$ cat src/rtl/vga_capture_pkg.sv
// vga_capture_pkg: shared types and constants for the VGA capture block.
package vga_capture_pkg;
  typedef enum logic [1:0] {HUNT, SYNC, LOCKED} cap_state_t;
  typedef logic [9:0] xcoord_t;
  typedef logic [8:0] ycoord_t;
  typedef struct packed {
    logic [7:0] r;
    logic [7:0] g;
    logic [7:0] b;
  } rgb_t;
  localparam logic [7:0] ERR_MAX = 8'd255;
endpackage

$ cat src/rtl/vga_capture_if.sv
// vga_capture_if: VGA pin bundle; master is the transmitter, slave the capture side.
interface vga_capture_if;
  logic       VGA_CLK;
  logic       VGA_HS;
  logic       VGA_VS;
  logic       VGA_BLANK_N;
  logic [7:0] VGA_R;
  logic [7:0] VGA_G;
  logic [7:0] VGA_B;
  modport master (output VGA_CLK, VGA_HS, VGA_VS, VGA_BLANK_N, VGA_R, VGA_G, VGA_B);
  modport slave  (input  VGA_CLK, VGA_HS, VGA_VS, VGA_BLANK_N, VGA_R, VGA_G, VGA_B);
endinterface

$ cat src/rtl/vga_capture_edge.sv
// vga_edge_sync: two-flop register of one VGA pin with rising (FALL=0) or falling (FALL=1) edge detect.
module vga_edge_sync #(
  parameter bit FALL = 1'b0
) (
  input  logic CLOCK_50,
  input  logic reset_n,
  input  logic d,
  output logic det
);
  logic s1_q, s2_q;
  always_ff @(posedge CLOCK_50 or negedge reset_n)
    if (!reset_n) begin
      s1_q <= 1'b0;
      s2_q <= 1'b0;
    end else begin
      s1_q <= d;
      s2_q <= s1_q;
    end
  assign det = FALL ? (~s1_q & s2_q) : (s1_q & ~s2_q);
endmodule

$ cat src/rtl/vga_capture.sv
// vga_capture: recovers pixels from sampled VGA pins and checks line/frame geometry.
// Optional VGA_CAPTURE_SIG_EN adds frame_sig, the 24-bit modular colour sum of each frame.
module vga_capture
  import vga_capture_pkg::*;
#(
  parameter int WIDTH       = 640,
  parameter int HEIGHT      = 480,
  parameter int LOCK_FRAMES = 2
) (
  input  logic        CLOCK_50,
  input  logic        reset_n,
  vga_capture_if.slave vga,
  output logic        px_valid,
  output xcoord_t     px_x,
  output ycoord_t     px_y,
  output logic [7:0]  px_r,
  output logic [7:0]  px_g,
  output logic [7:0]  px_b,
  output logic        frame_done,
  output logic        locked,
  output logic        err_h,
  output logic        err_v,
  output logic [7:0]  err_count
`ifdef VGA_CAPTURE_SIG_EN
  ,
  output logic [23:0] frame_sig
`endif
);
  localparam xcoord_t    XW = xcoord_t'(WIDTH);
  localparam ycoord_t    YH = ycoord_t'(HEIGHT);
  localparam logic [3:0] LF = 4'(LOCK_FRAMES);
  logic pix_en, hs_fall, vs_fall;
  vga_edge_sync #(.FALL(1'b0)) u_clk (.CLOCK_50, .reset_n, .d(vga.VGA_CLK), .det(pix_en));
  vga_edge_sync #(.FALL(1'b1)) u_hs  (.CLOCK_50, .reset_n, .d(vga.VGA_HS),  .det(hs_fall));
  vga_edge_sync #(.FALL(1'b1)) u_vs  (.CLOCK_50, .reset_n, .d(vga.VGA_VS),  .det(vs_fall));
  cap_state_t state_q, state_d;
  logic [3:0] good_q, good_d;
  xcoord_t    x_q, x_d, px_x_q, px_x_d;
  ycoord_t    y_q, y_d, y_eff, px_y_q, px_y_d;
  rgb_t       rgb_s1_q, px_rgb_q, px_rgb_d;
  logic       blank_s1_q, ovr_q, ovr_d, herr_q, herr_d;
  logic       pv_q, pv_d, fd_q, fd_d, lk_q, lk_d, eh_q, eh_d, ev_q, ev_d;
  logic [7:0] ec_q, ec_d;
  logic [8:0] ec_sum;
  logic       hunt, pix, act_line, bad_line, frame_ok;
  // A line closing together with vs_fall is folded into y_eff so the frame check sees it.
  always_comb begin
    hunt     = state_q == HUNT;
    pix      = pix_en & blank_s1_q;
    act_line = hs_fall & (x_q != '0);
    bad_line = act_line & ((x_q != XW) | ovr_q);
    y_eff    = (act_line && y_q != YH) ? y_q + 1'b1 : y_q;
    frame_ok = (y_eff == YH) & ~herr_q & ~bad_line;
    x_d      = hs_fall ? '0 : (pix && x_q != XW) ? x_q + 1'b1 : x_q;
    ovr_d    = ~hs_fall & (ovr_q | (pix & (x_q == XW)));
    y_d      = vs_fall ? '0 : y_eff;
    herr_d   = ~vs_fall & (herr_q | bad_line);
    pv_d     = pix & ~hunt & (x_q < XW) & (y_q < YH);
    px_x_d   = pv_d ? x_q : px_x_q;
    px_y_d   = pv_d ? y_q : px_y_q;
    px_rgb_d = pv_d ? rgb_s1_q : px_rgb_q;
    fd_d     = vs_fall & ~hunt;
    eh_d     = bad_line & ~hunt;
    ev_d     = fd_d & (y_eff != YH);
    ec_sum   = {1'b0, ec_q} + {8'd0, eh_d} + {8'd0, ev_d};
    ec_d     = (ec_sum > {1'b0, ERR_MAX}) ? ERR_MAX : ec_sum[7:0];
    state_d  = state_q;
    good_d   = good_q;
    case (state_q)
      HUNT: if (vs_fall) begin
        state_d = SYNC;
        good_d  = '0;
      end
      SYNC: if (vs_fall) begin
        good_d = frame_ok ? good_q + 1'b1 : '0;
        if (frame_ok && good_q + 1'b1 == LF) state_d = LOCKED;
      end
      default: if (eh_d || (vs_fall && !frame_ok)) begin
        state_d = SYNC;
        good_d  = '0;
      end
    endcase
    lk_d = state_d == LOCKED;
  end
  always_ff @(posedge CLOCK_50 or negedge reset_n)
    if (!reset_n) begin
      state_q    <= HUNT;
      good_q     <= '0;
      x_q        <= '0;
      y_q        <= '0;
      ovr_q      <= 1'b0;
      herr_q     <= 1'b0;
      rgb_s1_q   <= '0;
      blank_s1_q <= 1'b0;
      pv_q       <= 1'b0;
      px_x_q     <= '0;
      px_y_q     <= '0;
      px_rgb_q   <= '0;
      fd_q       <= 1'b0;
      lk_q       <= 1'b0;
      eh_q       <= 1'b0;
      ev_q       <= 1'b0;
      ec_q       <= '0;
    end else begin
      state_q    <= state_d;
      good_q     <= good_d;
      x_q        <= x_d;
      y_q        <= y_d;
      ovr_q      <= ovr_d;
      herr_q     <= herr_d;
      rgb_s1_q   <= {vga.VGA_R, vga.VGA_G, vga.VGA_B};
      blank_s1_q <= vga.VGA_BLANK_N;
      pv_q       <= pv_d;
      px_x_q     <= px_x_d;
      px_y_q     <= px_y_d;
      px_rgb_q   <= px_rgb_d;
      fd_q       <= fd_d;
      lk_q       <= lk_d;
      eh_q       <= eh_d;
      ev_q       <= ev_d;
      ec_q       <= ec_d;
    end
  assign px_valid   = pv_q;
  assign px_x       = px_x_q;
  assign px_y       = px_y_q;
  assign px_r       = px_rgb_q.r;
  assign px_g       = px_rgb_q.g;
  assign px_b       = px_rgb_q.b;
  assign frame_done = fd_q;
  assign locked     = lk_q;
  assign err_h      = eh_q;
  assign err_v      = ev_q;
  assign err_count  = ec_q;
`ifdef VGA_CAPTURE_SIG_EN
  logic [23:0] acc_q, acc_d, sig_q, sig_d, add;
  always_comb begin
    add   = pv_d ? rgb_s1_q : '0;
    acc_d = vs_fall ? '0 : acc_q + add;
    sig_d = vs_fall ? acc_q + add : sig_q;
  end
  always_ff @(posedge CLOCK_50 or negedge reset_n)
    if (!reset_n) begin
      acc_q <= '0;
      sig_q <= '0;
    end else begin
      acc_q <= acc_d;
      sig_q <= sig_d;
    end
  assign frame_sig = sig_q;
`endif
endmodule

$ cat src/flat_wrapper.sv
// flat-port wrapper written by rule: the top's interface ports become plain ports
module vga_capture_flat import vga_capture_pkg::*;
#(
  parameter int WIDTH       = 640,
  parameter int HEIGHT      = 480,
  parameter int LOCK_FRAMES = 2
)
  (CLOCK_50, reset_n, px_valid, px_x, px_y, px_r, px_g, px_b, frame_done, locked, err_h, err_v, err_count, vga_VGA_CLK, vga_VGA_HS, vga_VGA_VS, vga_VGA_BLANK_N, vga_VGA_R, vga_VGA_G, vga_VGA_B);
  vga_capture_if vga_i ();
  input  logic CLOCK_50;
  input  logic reset_n;
  output logic px_valid;
  output xcoord_t px_x;
  output ycoord_t px_y;
  output logic [7:0] px_r;
  output logic [7:0] px_g;
  output logic [7:0] px_b;
  output logic frame_done;
  output logic locked;
  output logic err_h;
  output logic err_v;
  output logic [7:0] err_count;
  input wire logic [$bits(vga_i.VGA_CLK)-1:0] vga_VGA_CLK;
  input wire logic [$bits(vga_i.VGA_HS)-1:0] vga_VGA_HS;
  input wire logic [$bits(vga_i.VGA_VS)-1:0] vga_VGA_VS;
  input wire logic [$bits(vga_i.VGA_BLANK_N)-1:0] vga_VGA_BLANK_N;
  input wire logic [$bits(vga_i.VGA_R)-1:0] vga_VGA_R;
  input wire logic [$bits(vga_i.VGA_G)-1:0] vga_VGA_G;
  input wire logic [$bits(vga_i.VGA_B)-1:0] vga_VGA_B;
  assign vga_i.VGA_CLK = vga_VGA_CLK;
  assign vga_i.VGA_HS = vga_VGA_HS;
  assign vga_i.VGA_VS = vga_VGA_VS;
  assign vga_i.VGA_BLANK_N = vga_VGA_BLANK_N;
  assign vga_i.VGA_R = vga_VGA_R;
  assign vga_i.VGA_G = vga_VGA_G;
  assign vga_i.VGA_B = vga_VGA_B;
  vga_capture #(.WIDTH(WIDTH), .HEIGHT(HEIGHT), .LOCK_FRAMES(LOCK_FRAMES)) u_core (.CLOCK_50(CLOCK_50), .reset_n(reset_n), .vga(vga_i), .px_valid(px_valid), .px_x(px_x), .px_y(px_y), .px_r(px_r), .px_g(px_g), .px_b(px_b), .frame_done(frame_done), .locked(locked), .err_h(err_h), .err_v(err_v), .err_count(err_count));
endmodule
$ cat config.mk
export PLATFORM = sky130hd
export DESIGN_NAME = vga_capture_flat
export DESIGN_NICKNAME = d
export VERILOG_FILES = /design/src/rtl/vga_capture_pkg.sv /design/src/rtl/vga_capture_if.sv /design/src/rtl/vga_capture_edge.sv /design/src/rtl/vga_capture.sv /design/src/flat_wrapper.sv
export SDC_FILE = /design/constraint.sdc
export NUM_CORES = 1
export LEC_CHECK = 0
export BUFFER_PORTS_ARGS = -buffer_cell sky130_fd_sc_hd__buf_2
export CAP_MARGIN = 20
export CORE_ASPECT_RATIO = 0.7
export CORE_UTILIZATION = 55
export DETAILED_ROUTE_END_ITERATION = 6
export PLACE_DENSITY_LB_ADDON = 0.3
export SLEW_MARGIN = 15
export SYNTH_ARGS = -nofsm -noshare
export SYNTH_HDL_FRONTEND = slang
export SYNTH_SLANG_ARGS = --single-unit
export TNS_END_PERCENT = 10
$ cat constraint.sdc
create_clock -name CLOCK_50 -period 4 [get_ports CLOCK_50]
set_clock_uncertainty 0.05 [all_clocks]
set_input_delay 0.4 -clock CLOCK_50 [delete_from_list [all_inputs] [get_ports CLOCK_50]]
set_output_delay 0.4 -clock CLOCK_50 [all_outputs]
set_load 0.02 [all_outputs]
# After elaboration in Yosys (flattened, before gate mapping)
# Cells that the tools add are included.
[totals]
out_inout_bits = 56
word_cells = 99
input_bits = 30
register_bits = 114
[op_classes]
add_sub_neg = 5
mux = 15
eq_ne = 10
order_cmp = 3
reduce_logical = 11
bitwise_logic = 28
[ops]
columns = ["op", "count"]
rows = [
  ["10-bit 2-to-1 mux", 2],
  ["9-bit 2-to-1 mux", 2],
  ["9-bit inequality test (second input constant)", 2],
  ["1-bit AND", 17],
  ["4-bit 2-to-1 mux", 4],
  ["10-bit by 1-bit adder with 10-bit output (second input constant)", 1],
  ["10-bit equality test (second input constant)", 1],
  ["10-bit less-than comparator (second input constant)", 1],
  ["10-bit inequality test (second input constant)", 1],
  ["10-bit nonzero test", 1],
  ["8-bit by 1-bit adder with 9-bit output", 1],
  ["9-bit by 1-bit adder with 9-bit output", 1],
  ["9-bit by 1-bit adder with 9-bit output (second input constant)", 1],
  ["9-bit equality test (second input constant)", 1],
  ["9-bit by 8-bit > comparator with 1-bit output (second input constant)", 1],
  ["9-bit less-than comparator (second input constant)", 1],
  ["2-bit 2-to-1 mux", 4],
  ["8-bit 2-to-1 mux", 1],
  ["1-bit NOT", 8],
  ["4-bit one-hot mux with 2 select lines", 1],
  ["4-bit by 1-bit adder with 4-bit output (second input constant)", 1],
  ["4-bit by 2-bit equality test with 1-bit output (second input constant)", 1],
  ["1-bit logical AND", 4],
  ["2-bit by 1-bit inequality test with 1-bit output (second input constant)", 2],
  ["other kinds (10)", 12],
]

# Logic depth before layout (Yosys ltp)
# Gate-level depths: netlist of the first run.
[logic_depth]
ltp_word = 14
mapped_depth = 14
ltp_nobuf = 13

# By module
# A second synthesis of the first run with hierarchy kept.
[unflattened]
cells_unflattened = 442
area_unflattened_um2 = 4689.5
[modules_own_cells]
columns = ["mod", "seq_area_each_um2", "n_inst", "area_each_um2", "cells_per_inst"]
rows = [
  ["vga_capture", 2702.6, 1, 4498.1, 433],
  ["vga_edge_sync", 50.0, 3, 63.8, 3],
]

# Worst setup path before layout of the first run
# Ideal clock, no wire load.
[synth_path]
path_kind = "reg-to-reg"
startpoint = "register u_core.y_q[0]"
endpoint = "register u_core.ec_q[0] (netlist: u_core.err_count[0])"
stages_incl_launch_ff = 14
setup_slack_ps = 387
n_path_buf = 0
setup_time_ps = 124
synth_period_minus_slack_ps = 3613
required_ps = 3826
t_arrival_ps = 3438
path_cell_list = "dfrtp_1 -> inv_1 -> ha_1 -> or4b_1 -> o21a_1 -> a2111o_1 -> a211oi_4 -> nand2_1 -> o31a_1 -> fa_1 -> ha_1 -> and3_1 -> nand3_1 -> nand2b_1"
[synth_between]
elab_chain_cells = 8
elab_cells_between_ends = 9
classes_between = "2 x add/sub; 1 x order compare; 2 x eq/ne; 2 x mux; 1 x bitwise; 1 x reduce/logical"
[synth_lines]
columns = ["item", "line_no", "rtl"]
rows = [
  ["start: declaration", "vga_capture.sv:39", "ycoord_t y_q, y_d, y_eff, px_y_q, px_y_d;"],
  ["start signal: assignment", "vga_capture.sv:108", "y_q <= y_d;"],
  ["parallel branches: the longest is 2 deep, another holds 9-bit by 1-bit adder with 9-bit output", "-", ""],
  ["9-bit 2-to-1 mux (*)", "vga_capture.sv:52", "y_eff = (act_line && y_q != YH) ? y_q + 1'b1 : y_q;"],
  ["9-bit inequality test (*)", "vga_capture.sv:64", "ev_d = fd_d & (y_eff != YH);"],
  ["1-bit AND (*)", "vga_capture.sv:64", ""],
  ["named net u_core.ev_d", "vga_capture.sv:42", "logic pv_q, pv_d, fd_q, fd_d, lk_q, lk_d, eh_q, eh_d, ev_q, ev_d;"],
  ["9-bit by 1-bit adder with 9-bit output (*)", "vga_capture.sv:65", "ec_sum = {1'b0, ec_q} + {8'd0, eh_d} + {8'd0, ev_d};"],
  ["9-bit by 8-bit > comparator with 1-bit output", "vga_capture.sv:66", "ec_d = (ec_sum > {1'b0, ERR_MAX}) ? ERR_MAX : ec_sum[7:0];"],
  ["8-bit 2-to-1 mux (*)", "vga_capture.sv:66", ""],
  ["named net u_core.ec_d[0]", "vga_capture.sv:43", "logic [7:0] ec_q, ec_d;"],
  ["end signal: assignment", "vga_capture.sv:103", "ec_q <= '0;"],
  ["end signal: assignment", "vga_capture.sv:121", "ec_q <= ec_d;"],
  ["end: declaration", "vga_capture.sv:43", ""],
]
# Mark *: on every way through the listed nets, which the timed path passes.
# A chain may end at the register's enable or synchronous reset.

# Worst setup path after layout of the first run
[layout_path]
startpoint = "register u_core.y_q[1]"
endpoint = "register u_core.ec_q[1] (netlist: u_core.err_count[1])"
# Same word-level chain as after synthesis.

==> results.md, run 1 <==
* Outcome: complete, no violations
* Die Span Y at 78.2 um
* Worst-Margin Slew at 0.587 ns
* Post-synth ARST share at 100%
* CP endpoint kind: flop
* Pins Over Slew Limit at 0
* CP Data Arrival Time at 4.08 ns
* Synthesized area at 0.00456 sq mm
* Setup_tns at 0 ns
* Total global-route track usage at 25.3%
* Fillers at 542
* First-pass DRT Iterations at 4
* Hold path startpoint: vga_VGA_G[7]
* Vias at 3457
* Setup bufs post-CTS at 0
* Ant. Diodes at 0
* Post-DP HPWL at 6.31 mm
* Sequential area share after synthesis at 62.6%
* Int Power at 2.53 mW
* Area grow syn2layout at 26.3%
* Crit path max-delay cell type: dfrtp_1
* Die W at 111 um
* Pwr Total at 3.44 mW
* Vias per inst at 5.36
* Share of power burned in registers at 39.7%
* Site row count at 27
* Vias in the first global route at 3491
* Iteration-0 DRC Markers at 168
* H-Tree Level Count at 4
* Root Buffer: clkbuf_16
* Hold depth at 1
* Cells along the critical path: inv_1 -> ha_1 -> or4b_1 -> o21a_1 -> a2111o_1 -> a211oi_4 -> nand2_1 -> o31a_1 -> fa_2 -> ha_1 -> and3_1 -> nand3_2 -> nand2b_1
* Most used DFF post-synth: dfrtp_1
* Synth unique cells at 49
* Core footprint at 0.00794 sq mm
* CTS tree: done
* VDD IR max at 0.404 mV
* Max-slew headroom at 60.9%
* IO Pins at 86
* Synth warn at 0
* Die area at 0.00866 sq mm
* Unrepaired setup endpoints after global routing: false
* Number of flops mapped to enable cells by yosys at 0
* Pin count of the biggest net entering global routing at 51
* Routed WL at 9.94 mm
* Clk buf depth at 2
* Initial core utilization at 57.4%
* Max stage delay on crit path at 0.47 ns
* Max-Cap Viols at 0
* Worst R2R End: u_core.err_count[1]$_DFF_PN0_
* R2R Setup Slk at 0.16 ns
* Most used cell, CP: ha_1
* Routed wire per std cell at 15.4 um
* Setup Crit Path Kind: flop to flop
* Layout cells sized above 1 at 24.3%
* Reg2reg start: u_core.y_q[1]$_DFF_PN0_
* Cell Pwr Density at 597 mW/mm^2
* Final Hold Fails at 0
* Tmin final at 3.84 ns
* Crit Path Max Fanout at 8
* First-pass GRT wire length at 16.7 mm
* Num CTS Buffers at 17
* Reg2Reg Depth at 13
* Worst Hold Endpoint: u_core.rgb_s1_q[15]$_DFF_PN0_
* Syn nets at 471
* Net Sw Frac at 26.4%
* Global route overflow at 0
* Hold crit path type: primary input to flop
* Post-route ant nets at 0
* Mean Syn Cell Area at 10.5 sq um
* Fin nets at 569
* Gate count after technology mapping at 433
* Psw at 0.906 mW
* Reg clk slew, reported paths at 0.05 ns
* Logic pwr share at 14.0%
* # clock sinks at 114
* Fmax at 260 MHz
* Final Cycle Share at 96.0%
* Setup violators final at 0
* Synthesis-stage register bit count at 114
* Placer Congestion at 0.893
* DRC Markers at 0
* Crit path launch type: flop
* LEAKAGE at 3.00 nW
* Initial antenna violation count at 0
* Port bufs at 85
* Worst-Skew Late Latency at 0.42 ns
* Clock power frac at 46.3%
* Worst EP required at 4.24 ns
## sequential cells by signal, indices dropped and copies added, names as in the netlist, 2 cells and up
register,flops
u_core.rgb_s1_q,24
u_core.px_x,10
u_core.x_q,10
u_core.px_y,9
u_core.y_q,9
u_core.err_count,8
u_core.px_b,8
u_core.px_g,8
u_core.px_r,8
u_core.good_q,4
u_core.state_q,2
## final cells by class
cell class | count | area [sq um] | share of cell area (%)
inverter | 10 | 37.5 | 0.652
timing repair buffer | 94 | 498 | 8.65
multi-input combinational | 294 | 1610 | 28.0
clock inverter | 9 | 153 | 2.65
sequential | 114 | 2850 | 49.6
clock buffer | 23 | 478 | 8.30
tap | 101 | 126 | 2.19
## metal layers
metal	global-route usage, %	wire length [um]
met1	33.6	4530
met2	39.0	4650
met3	6.49	620
met4	12.9	143
met5	0	0
## worst max path at each step
stage | from | endpoint | slack [ns] | cells past startpoint
floorplan | u_core.y_q[0]$_DFF_PN0_ | u_core.err_count[0]$_DFF_PN0_ | 0.39 | 13
global placement | u_core.y_q[0]$_DFF_PN0_ | u_core.err_count[1]$_DFF_PN0_ | 0.24 | 13
detailed placement | u_core.y_q[0]$_DFF_PN0_ | u_core.err_count[4]$_DFF_PN0_ | 0.08 | 13
CTS | u_core.y_q[0]$_DFF_PN0_ | u_core.err_count[6]$_DFF_PN0_ | 0.05 | 13
global route | u_core.y_q[1]$_DFF_PN0_ | u_core.err_count[6]$_DFF_PN0_ | 0.006 | 13
finish | u_core.y_q[1]$_DFF_PN0_ | u_core.err_count[1]$_DFF_PN0_ | 0.16 | 13
## kinds of logic (layout without fill, tap and decap cells)
group | Yosys count | count (layout) | share of synthesized area [%]
DFF | 114 | 114 | 62.6
muxes | 2 | 2 | 0.439
and+or+nand+nor | 225 | 225 | 22.2
AOI/OAI and AO/OA | 40 | 40 | 6.53
buffers and inverters | 25 | 136 | 2.22
xor gates and xnor gates | 19 | 19 | 3.65
adders and majority gates | 8 | 8 | 2.36
## power by group through the flow
| stage | Sequential, mW | Clock (mW) | Combinational, mW |
|---|---|---|---|
| 2_1_floorplan | 1.47 | 0 | 0.179 |
| 6_report | 1.36 | 1.59 | 0.481 |
| 3_5_place_dp | 1.37 | 0 | 0.474 |
| 4_1_cts | 1.36 | 1.61 | 0.484 |
| 5_1_grt | 1.38 | 1.66 | 0.525 |
| 3_3_place_gp | 1.37 | 0 | 0.459 |
## stage by stage
stage | cells | utilization (%) | hold WS, ns | setup slack (ns) | area (sq um)
global placement | 612 | 64.4 | 0.277 | 0.238 | 5110
detailed placement | 612 | 64.4 | 0.285 | 0.0773 | 5110
finish | 645 | 72.5 | 0.0385 | 0.161 | 5760
global route | 645 | 72.5 | 0.0297 | 0.00591 | 5760
CTS | 645 | 72.5 | 0.0301 | 0.0469 | 5760
floorplan | 433 | - | 0.0544 | 0.387 | 4560
## worst max-delay path: cells and delay by family (launching register included)
kind	cells	cell delay, ns
buffers and inverters	1	0.10
AOI/OAI and AO/OA	4	1.27
adders and majority gates	3	0.83
and+or+nand+nor	5	1.00
DFF	1	0.47
## timing repair
| action | 4_1_cts | 5_1_grt |
|---|---|---|
| gates cloned | 0 | 0 |
| hold buffers | 1 | 0 |
| endpoints found under the hold margin | 26 | 0 |
| resized for setup | 1 | 3 |
| setup endpoints to repair | 6 | 7 |
## Yosys cell counts (3+ instances only)
master	number	area share [%]
a21oi_1	6	0.66
and2_1	6	0.82
and3_1	7	0.96
clkbuf_1	13	1.1
dfrtp_1	114	63
ha_1	7	1.9
inv_1	10	0.82
nand2_1	135	11
nand2b_1	4	0.55
nand3_1	12	1.3
nand4_1	6	0.82
nor2_1	30	2.5
nor2b_1	4	0.55
nor3b_1	3	0.49
o21ai_0	10	1.1
or3_1	5	0.69
xnor2_1	6	1.2
xor2_1	13	2.5
## cell usage in the layout (no fill, tap or decap), types with 3 or more instances in the layout
master        n
clkbuf_1      3
ha_1          7
nand2b_1      4
nor3b_1       3
a21oi_1       6
nand4_1       6
clkinvlp_4    3
and2_1        6
xnor2_1       6
xor2_1       13
or3_1         5
buf_4         9
clkbuf_8      3
nand2_1     135
buf_2        84
nor2b_1       4
dfrtp_1     113
bufinv_16     4
clkbuf_16    17
nor2_1       30
inv_1         9
nand3_1      11
o21ai_0      10
and3_1        7
(Power assumes the default switching activity.)
==> inputs of run 2 (changes only) <==
--- a/config.mk
+++ b/config.mk
@@ -6,5 +6,5 @@
 export NUM_CORES = 1
 export LEC_CHECK = 0
-export BUFFER_PORTS_ARGS = -buffer_cell sky130_fd_sc_hd__buf_2
+export BUFFER_PORTS_ARGS = -buffer_cell sky130_fd_sc_hd__clkbuf_2
 export CAP_MARGIN = 20
 export CORE_ASPECT_RATIO = 0.7
==> constraint.sdc (replaced) <==
create_clock -name CLOCK_50 -period 4 [get_ports CLOCK_50]
set_clock_uncertainty 0.05 [all_clocks]
set_input_delay 0 -clock CLOCK_50 [delete_from_list [all_inputs] [get_ports CLOCK_50]]
set_output_delay 0 -clock CLOCK_50 [all_outputs]
set_load 0.02 [all_outputs]
==> results.md, run 2 (synthesis results as in run 1) <==
* Routed WL at 11.4 mm (was 9.94 mm)
* Ant. Diodes at 0 (unchanged)
* First-pass GRT wire length at 18.4 mm (was 16.7 mm)
* R2R Setup Slk at 0.18 ns (was 0.16 ns)
* Final Hold Fails at 0 (unchanged)
* Initial antenna violation count at 0 (unchanged)
* Site row count at 27 (unchanged)
* Vias in the first global route at 3750 (was 3491)
* Total global-route track usage at 28.3% (was 25.3%)
* Cells along the critical path: inv_1 -> ha_1 -> or4b_1 -> o21a_1 -> a2111o_1 -> a211oi_4 -> nand2_1 -> o31a_1 -> fa_2 -> ha_1 -> and3_1 -> nor2b_1 -> a21oi_1 (was inv_1 -> ha_1 -> or4b_1 -> o21a_1 -> a2111o_1 -> a211oi_4 -> nand2_1 -> o31a_1 -> fa_2 -> ha_1 -> and3_1 -> nand3_2 -> nand2b_1)
* Worst EP required at 4.28 ns (was 4.24 ns)
* Placer Congestion at 0.909 (was 0.893)
* Met1 Use GR at 34.4% (was 33.6%)
* Cell Pwr Density at 571 mW/mm^2 (was 597 mW/mm^2)
* Post-route ant nets at 0 (unchanged)
* Pins Over Slew Limit at 0 (unchanged)
* Reg clk slew, reported paths at 0.05 ns (about the same)
* Root Buffer: clkbuf_16 (unchanged)
* Met3 Resource Use GR at 9.19% (was 6.49%)
* Tmin final at 3.82 ns (was 3.84 ns)
* Top reg by flops: u_core.rgb_s1_q (unchanged)
* Initial core utilization at 57.4% (unchanged)
* Setup_tns at 0 ns (unchanged)
* Worst-Skew Late Latency at 0.42 ns (about the same)
* Setup violators final at 0 (unchanged)
* Num CTS Buffers at 17 (unchanged)
* Number of flip-flops in the largest register at 24 (unchanged)
* First-pass DRT Iterations at 5 (was 4)
* Die area at 0.00866 sq mm (unchanged)
* LEAKAGE at 3.07 nW (was 3.00 nW)
* VDD IR max at 0.466 mV (was 0.404 mV)
* CP Data Arrival Time at 4.11 ns (was 4.08 ns)
* Unrepaired setup endpoints after global routing: false (unchanged)
* Worst-Margin Slew at 0.798 ns (was 0.587 ns)
* # clock sinks at 114 (unchanged)
* Layout cells sized above 1 at 23.1% (was 24.3%)
* Max stage delay on crit path at 0.46 ns (was 0.47 ns)
* Crit path max-delay cell type: dfrtp_2 (was dfrtp_1)
* CP endpoint kind: flop (unchanged)
* Fin nets at 597 (was 569)
* Outcome: complete, no violations (unchanged)
* Crit path launch type: flop (unchanged)
* Final Cycle Share at 95.6% (was 96.0%)
* Max-Cap Viols at 0 (unchanged)
* Commonest cells after routing, fill and taps aside: nand2_1, dfrtp_1, clkbuf_2 (was nand2_1, dfrtp_1, buf_2)
* Vias at 3728 (was 3457)
* Iteration-0 DRC Markers at 260 (was 168)
* Core footprint at 0.00794 sq mm (unchanged)
* Area of the multi-input gates at 0.00161 sq mm (unchanged)
* Top delay family on crit path: compound AO/OA/AOI/OAI gates (unchanged)
* M2 GR Usage at 45.9% (was 39.0%)
* Die Span Y at 78.2 um (unchanged)
* Fin Hold WS at 0.178 ns (was 0.0385 ns)
* Routed wire per std cell at 17.0 um (was 15.4 um)
* Fillers at 503 (was 542)
* IO Pins at 86 (unchanged)
* DRC Markers at 0 (unchanged)
* H-Tree Level Count at 4 (unchanged)
* Post-DP HPWL at 6.37 mm (was 6.31 mm)
* Port bufs at 85 (unchanged)
* Most common cell after layout, fill and taps aside: nand2_1 (unchanged)
* Most used cell, CP: ha_1 (unchanged)
* Global route overflow at 0 (unchanged)
* Hold crit path type: primary input to async pin (was primary input to flop)
* Setup Crit Path Kind: flop to flop (unchanged)
* CP bufs+invs at 1 (unchanged)
* CTS tree: done (unchanged)
* Fmax at 261 MHz (was 260 MHz)
* Area grow syn2layout at 31.8% (was 26.3%)
* GRT busiest layer: met2 (unchanged)
* Crit Path Max Fanout at 8 (unchanged)
* Seq. cell area at 0.00285 sq mm (unchanged)
* Pin count of the biggest net entering global routing at 66 (was 51)
* Die W at 111 um (unchanged)
* Vias per inst at 5.55 (was 5.36)
* Max-slew headroom at 46.8% (was 60.9%)
* Clk buf depth at 2 (unchanged)
run 2: cell count changes in the layout (fill, tap and decap cells not counted), moves of 2 or more:
cell / delta
clkbuf_1: -2
clkbuf_8: -2
dlygate4sd3_1: +28
clkbuf_2: +84
inv_6: +2
buf_2: -84
clkinvlp_4: +3
run 2: final cells by class:
| cell class | instances | area share, % |
|---|---|---|
| clock inverters | 12 | 2.62 |
| flip-flops and latches | 114 | 47.5 |
| inverters | 10 | 0.625 |
| well taps | 101 | 2.10 |
| repair buffers | 122 | 13.0 |
| multi-input cells | 294 | 26.8 |
| clock buffers | 19 | 7.37 |
run 2: per-stage QoR:
step / power [mW] / area [sq um] / worst slack, ns / instances / util [%]
floorplan: 1.64 / 4560 / 0.387 / 433 / -
global placement: 1.83 / 5110 / 0.236 / 612 / 64.4
detailed placement: 1.85 / 5110 / 0.0837 / 612 / 64.4
CTS: 3.41 / 6000 / 0.0166 / 672 / 75.6
global route: 3.55 / 6010 / 0.0135 / 672 / 75.7
finish: 3.43 / 6010 / 0.176 / 672 / 75.7
run 2: worst paths after layout:
kind	from	end	cells past startpoint
max	u_core.y_q[0]$_DFF_PN0_	u_core.err_count[6]$_DFF_PN0_	13
min	reset_n	u_core.px_y[1]$_DFFE_PN0P_	3
max reg2reg	u_core.y_q[0]$_DFF_PN0_	u_core.err_count[6]$_DFF_PN0_	13
min reg2reg	u_core.u_clk.s1_q$_DFF_PN0_	u_core.u_clk.s2_q$_DFF_PN0_	0
max in group asynchronous	reset_n	u_core.px_b[5]$_DFFE_PN0P_	3
min in group CLOCK_50	vga_VGA_G[7]	u_core.rgb_s1_q[15]$_DFF_PN0_	2
run 2: power by group:
group / total, mW / internal [mW] / switching [mW]
clock: 1.55 / 0.993 / 0.553
sequential: 1.37 / 1.27 / 0.105
combinational: 0.513 / 0.192 / 0.320
total: 3.43 / 2.45 / 0.978
run 2: layer usage:
layer,vias up,wire length [um]
met5,-,0
met4,0,331
met3,29,796
met2,159,5530
met1,1859,4770
li1,1681,-
run 2: tightest hold or removal path: cells and delay by family:
kind / cells / cell delay, ns
buffers and inverters: 3 / 1.13
run 2: what timing repair did:
| item | CTS | global route |
|---|---|---|
| hold buffers | 29 | 0 |
| endpoints found under the setup margin | 0 | 7 |
| buffers inserted | 0 | 0 |
| gates resized for setup | 0 | 3 |
| hold endpoints to repair | 142 | 0 |
==> inputs of run 3 (changes only) <==
Settings changed: RECOVER_POWER from default to 25.
==> results.md, run 3 (synthesis results as in run 1) <==
* Max stage delay on crit path at 0.46 ns (about the same)
* Pwr Total at 3.43 mW (about the same)
* Setup_tns at 0 ns (unchanged)
* Commonest cells after routing, fill and taps aside: nand2_1, dfrtp_1, clkbuf_2 (unchanged)
* CP endpoint kind: flop (unchanged)
* Root Buffer: clkbuf_16 (unchanged)
* Core footprint at 0.00794 sq mm (unchanged)
* Pin count of the biggest net entering global routing at 66 (unchanged)
* Layout cells sized above 1 at 22.6% (was 23.1%)
* Iteration-0 DRC Markers at 224 (was 260)
* Final Hold Fails at 0 (unchanged)
* Hold crit path type: primary input to flop (was primary input to async pin)
* Area of the multi-input gates at 0.00161 sq mm (unchanged)
* Cells along the critical path: inv_1 -> ha_1 -> or4b_1 -> o21a_1 -> a2111o_1 -> a211oi_4 -> nand2_1 -> o31a_1 -> fa_2 -> ha_1 -> and3_1 -> nor2b_1 -> a21oi_1 (unchanged)
* Number of flip-flops in the largest register at 24 (unchanged)
* LEAKAGE at 3.06 nW (was 3.07 nW)
* Crit path max-delay cell type: a2111o_1 (was dfrtp_2)
* Top reg by flops: u_core.rgb_s1_q (unchanged)
* Clk buf depth at 2 (unchanged)
* Placer Congestion at 0.909 (unchanged)
* Crit Path Max Fanout at 8 (unchanged)
* Initial antenna violation count at 0 (unchanged)
* Fin Hold WS at 0.176 ns (was 0.178 ns)
* Vias in the first global route at 3750 (unchanged)
* Reg clk slew, reported paths at 0.06 ns (was 0.05 ns)
* Worst EP required at 4.28 ns (about the same)
* Max-Cap Viols at 1 (was 0)
* Crit path to: u_core.err_count[6]$_DFF_PN0_ (unchanged)
* Unrepaired setup endpoints after global routing: false (unchanged)
* CP Data Arrival Time at 4.10 ns (was 4.11 ns)
* Num CTS Buffers at 17 (unchanged)
* Area after DPL at 0.00511 sq mm (unchanged)
* IO Pins at 86 (unchanged)
* Cell Pwr Density at 571 mW/mm^2 (about the same)
* First-pass DRT Iterations at 4 (was 5)
* Non-Filler Instances at 672 (unchanged)
* Vias per inst at 5.49 (was 5.55)
* Total global-route track usage at 28.3% (unchanged)
* Post-route cell area at 0.00600 sq mm (was 0.00601 sq mm)
* Seq. cell area at 0.00285 sq mm (unchanged)
* Tmin final at 3.82 ns (about the same)
* Crit path from: u_core.y_q[0]$_DFF_PN0_ (unchanged)
* Setup Crit Path Kind: flop to flop (unchanged)
* Crit path launch type: flop (unchanged)
* Initial core utilization at 57.4% (unchanged)
* Global route overflow at 0 (unchanged)
* Ant. Diodes at 0 (unchanged)
* Routed WL at 11.4 mm (about the same)
* Post-DP HPWL at 6.37 mm (unchanged)
* Post-route ant nets at 0 (unchanged)
* # clock sinks at 114 (unchanged)
* Worst-Skew Late Latency at 0.42 ns (about the same)
* Most used cell, CP: ha_1 (unchanged)
* Fin nets at 597 (unchanged)
* Worst-Margin Slew at 2.59 ns (was 0.798 ns)
* Max-slew headroom at -72.3% (was 46.8%)
* Port bufs at 85 (unchanged)
* Fillers at 506 (was 503)
* Most common cell after layout, fill and taps aside: nand2_1 (unchanged)
* Area grow syn2layout at 31.6% (was 31.8%)
* VDD IR max at 0.466 mV (about the same)
* Failing checks: capacitance limit, slew limit
* Die Span Y at 78.2 um (unchanged)
* CTS tree: done (unchanged)
* Pins Over Slew Limit at 50 (was 0)
* Site row count at 27 (unchanged)
* H-Tree Level Count at 4 (unchanged)
* Placed cell count at 612 (unchanged)
* Setup violators final at 0 (unchanged)
* Worst R2R End: u_core.err_count[6]$_DFF_PN0_ (unchanged)
* Reg2reg start: u_core.y_q[0]$_DFF_PN0_ (unchanged)
* Fmax at 262 MHz (was 261 MHz)
* Die W at 111 um (unchanged)
* Die area at 0.00866 sq mm (unchanged)
* Reg2Reg Depth at 13 (unchanged)
* Vias at 3687 (was 3728)
* Outcome: finished with violations (was complete, no violations)
* Final Cycle Share at 95.5% (was 95.6%)
* DRC Markers at 0 (unchanged)
* First-pass GRT wire length at 18.4 mm (unchanged)
* Routed wire per std cell at 16.9 um (was 17.0 um)
* R2R Setup Slk at 0.18 ns (about the same)
==> run 3: timing repair <==
action / in CTS / in global routing
resized for setup: 0 / 3
hold buffers: 29 / 0
hold endpoints to repair: 142 / 0
setup buffers: 0 / 0
setup endpoints to repair: 0 / 7
==> run 3: worst min-delay path by stage <==
stage	startpoint	end	cells after the start
floorplan	reset_n	u_core.blank_s1_q$_DFF_PN0_	0
global placement	vga_VGA_G[6]	u_core.rgb_s1_q[14]$_DFF_PN0_	1
finish	vga_VGA_G[7]	u_core.rgb_s1_q[15]$_DFF_PN0_	2
detailed placement	vga_VGA_B[0]	u_core.rgb_s1_q[0]$_DFF_PN0_	1
global route	vga_VGA_G[7]	u_core.rgb_s1_q[15]$_DFF_PN0_	2
CTS	vga_VGA_B[1]	u_core.rgb_s1_q[1]$_DFF_PN0_	2
==> run 3: routing by layer <==
layer / vias to the layer above / global-route usage [%] / part of all wire, %
met5: - / 0 / 0
met4: 0 / 14.3 / 2.9
met1: 1837 / 34.4 / 42
li1: 1681 / - / -
met3: 27 / 9.19 / 6.4
met2: 142 / 45.9 / 48
==> run 3: cell type report <==
class	instances	area share, %
flip-flops and latches	114	47.6
multi-input cells	294	26.9
repair buffers	122	12.8
clock buffers	19	7.38
clock inverters	12	2.63
well taps	101	2.11
inverters	10	0.626
==> run 3: power by group <==
group / internal [mW] / switching (mW)
combinational: 0.191 / 0.320
sequential: 1.27 / 0.104
clock: 0.993 / 0.551
==> run 3: worst max-delay path: cells and delay by family, from the launching register on <==
kind	cells	cell delay [ns]
DFF	1	0.45
adders and majority gates	3	0.84
buffers and inverters	1	0.13
AOI/OAI and AO/OA	5	1.39
and+or+nand+nor	4	0.88
==> run 3: metrics by stage <==
step	setup slack [ns]	utilization [%]
CTS	0.0166	75.6
finish	0.179	75.6
global route	0.0135	75.6
detailed placement	0.0837	64.4
floorplan	0.387	-
global placement	0.236	64.4
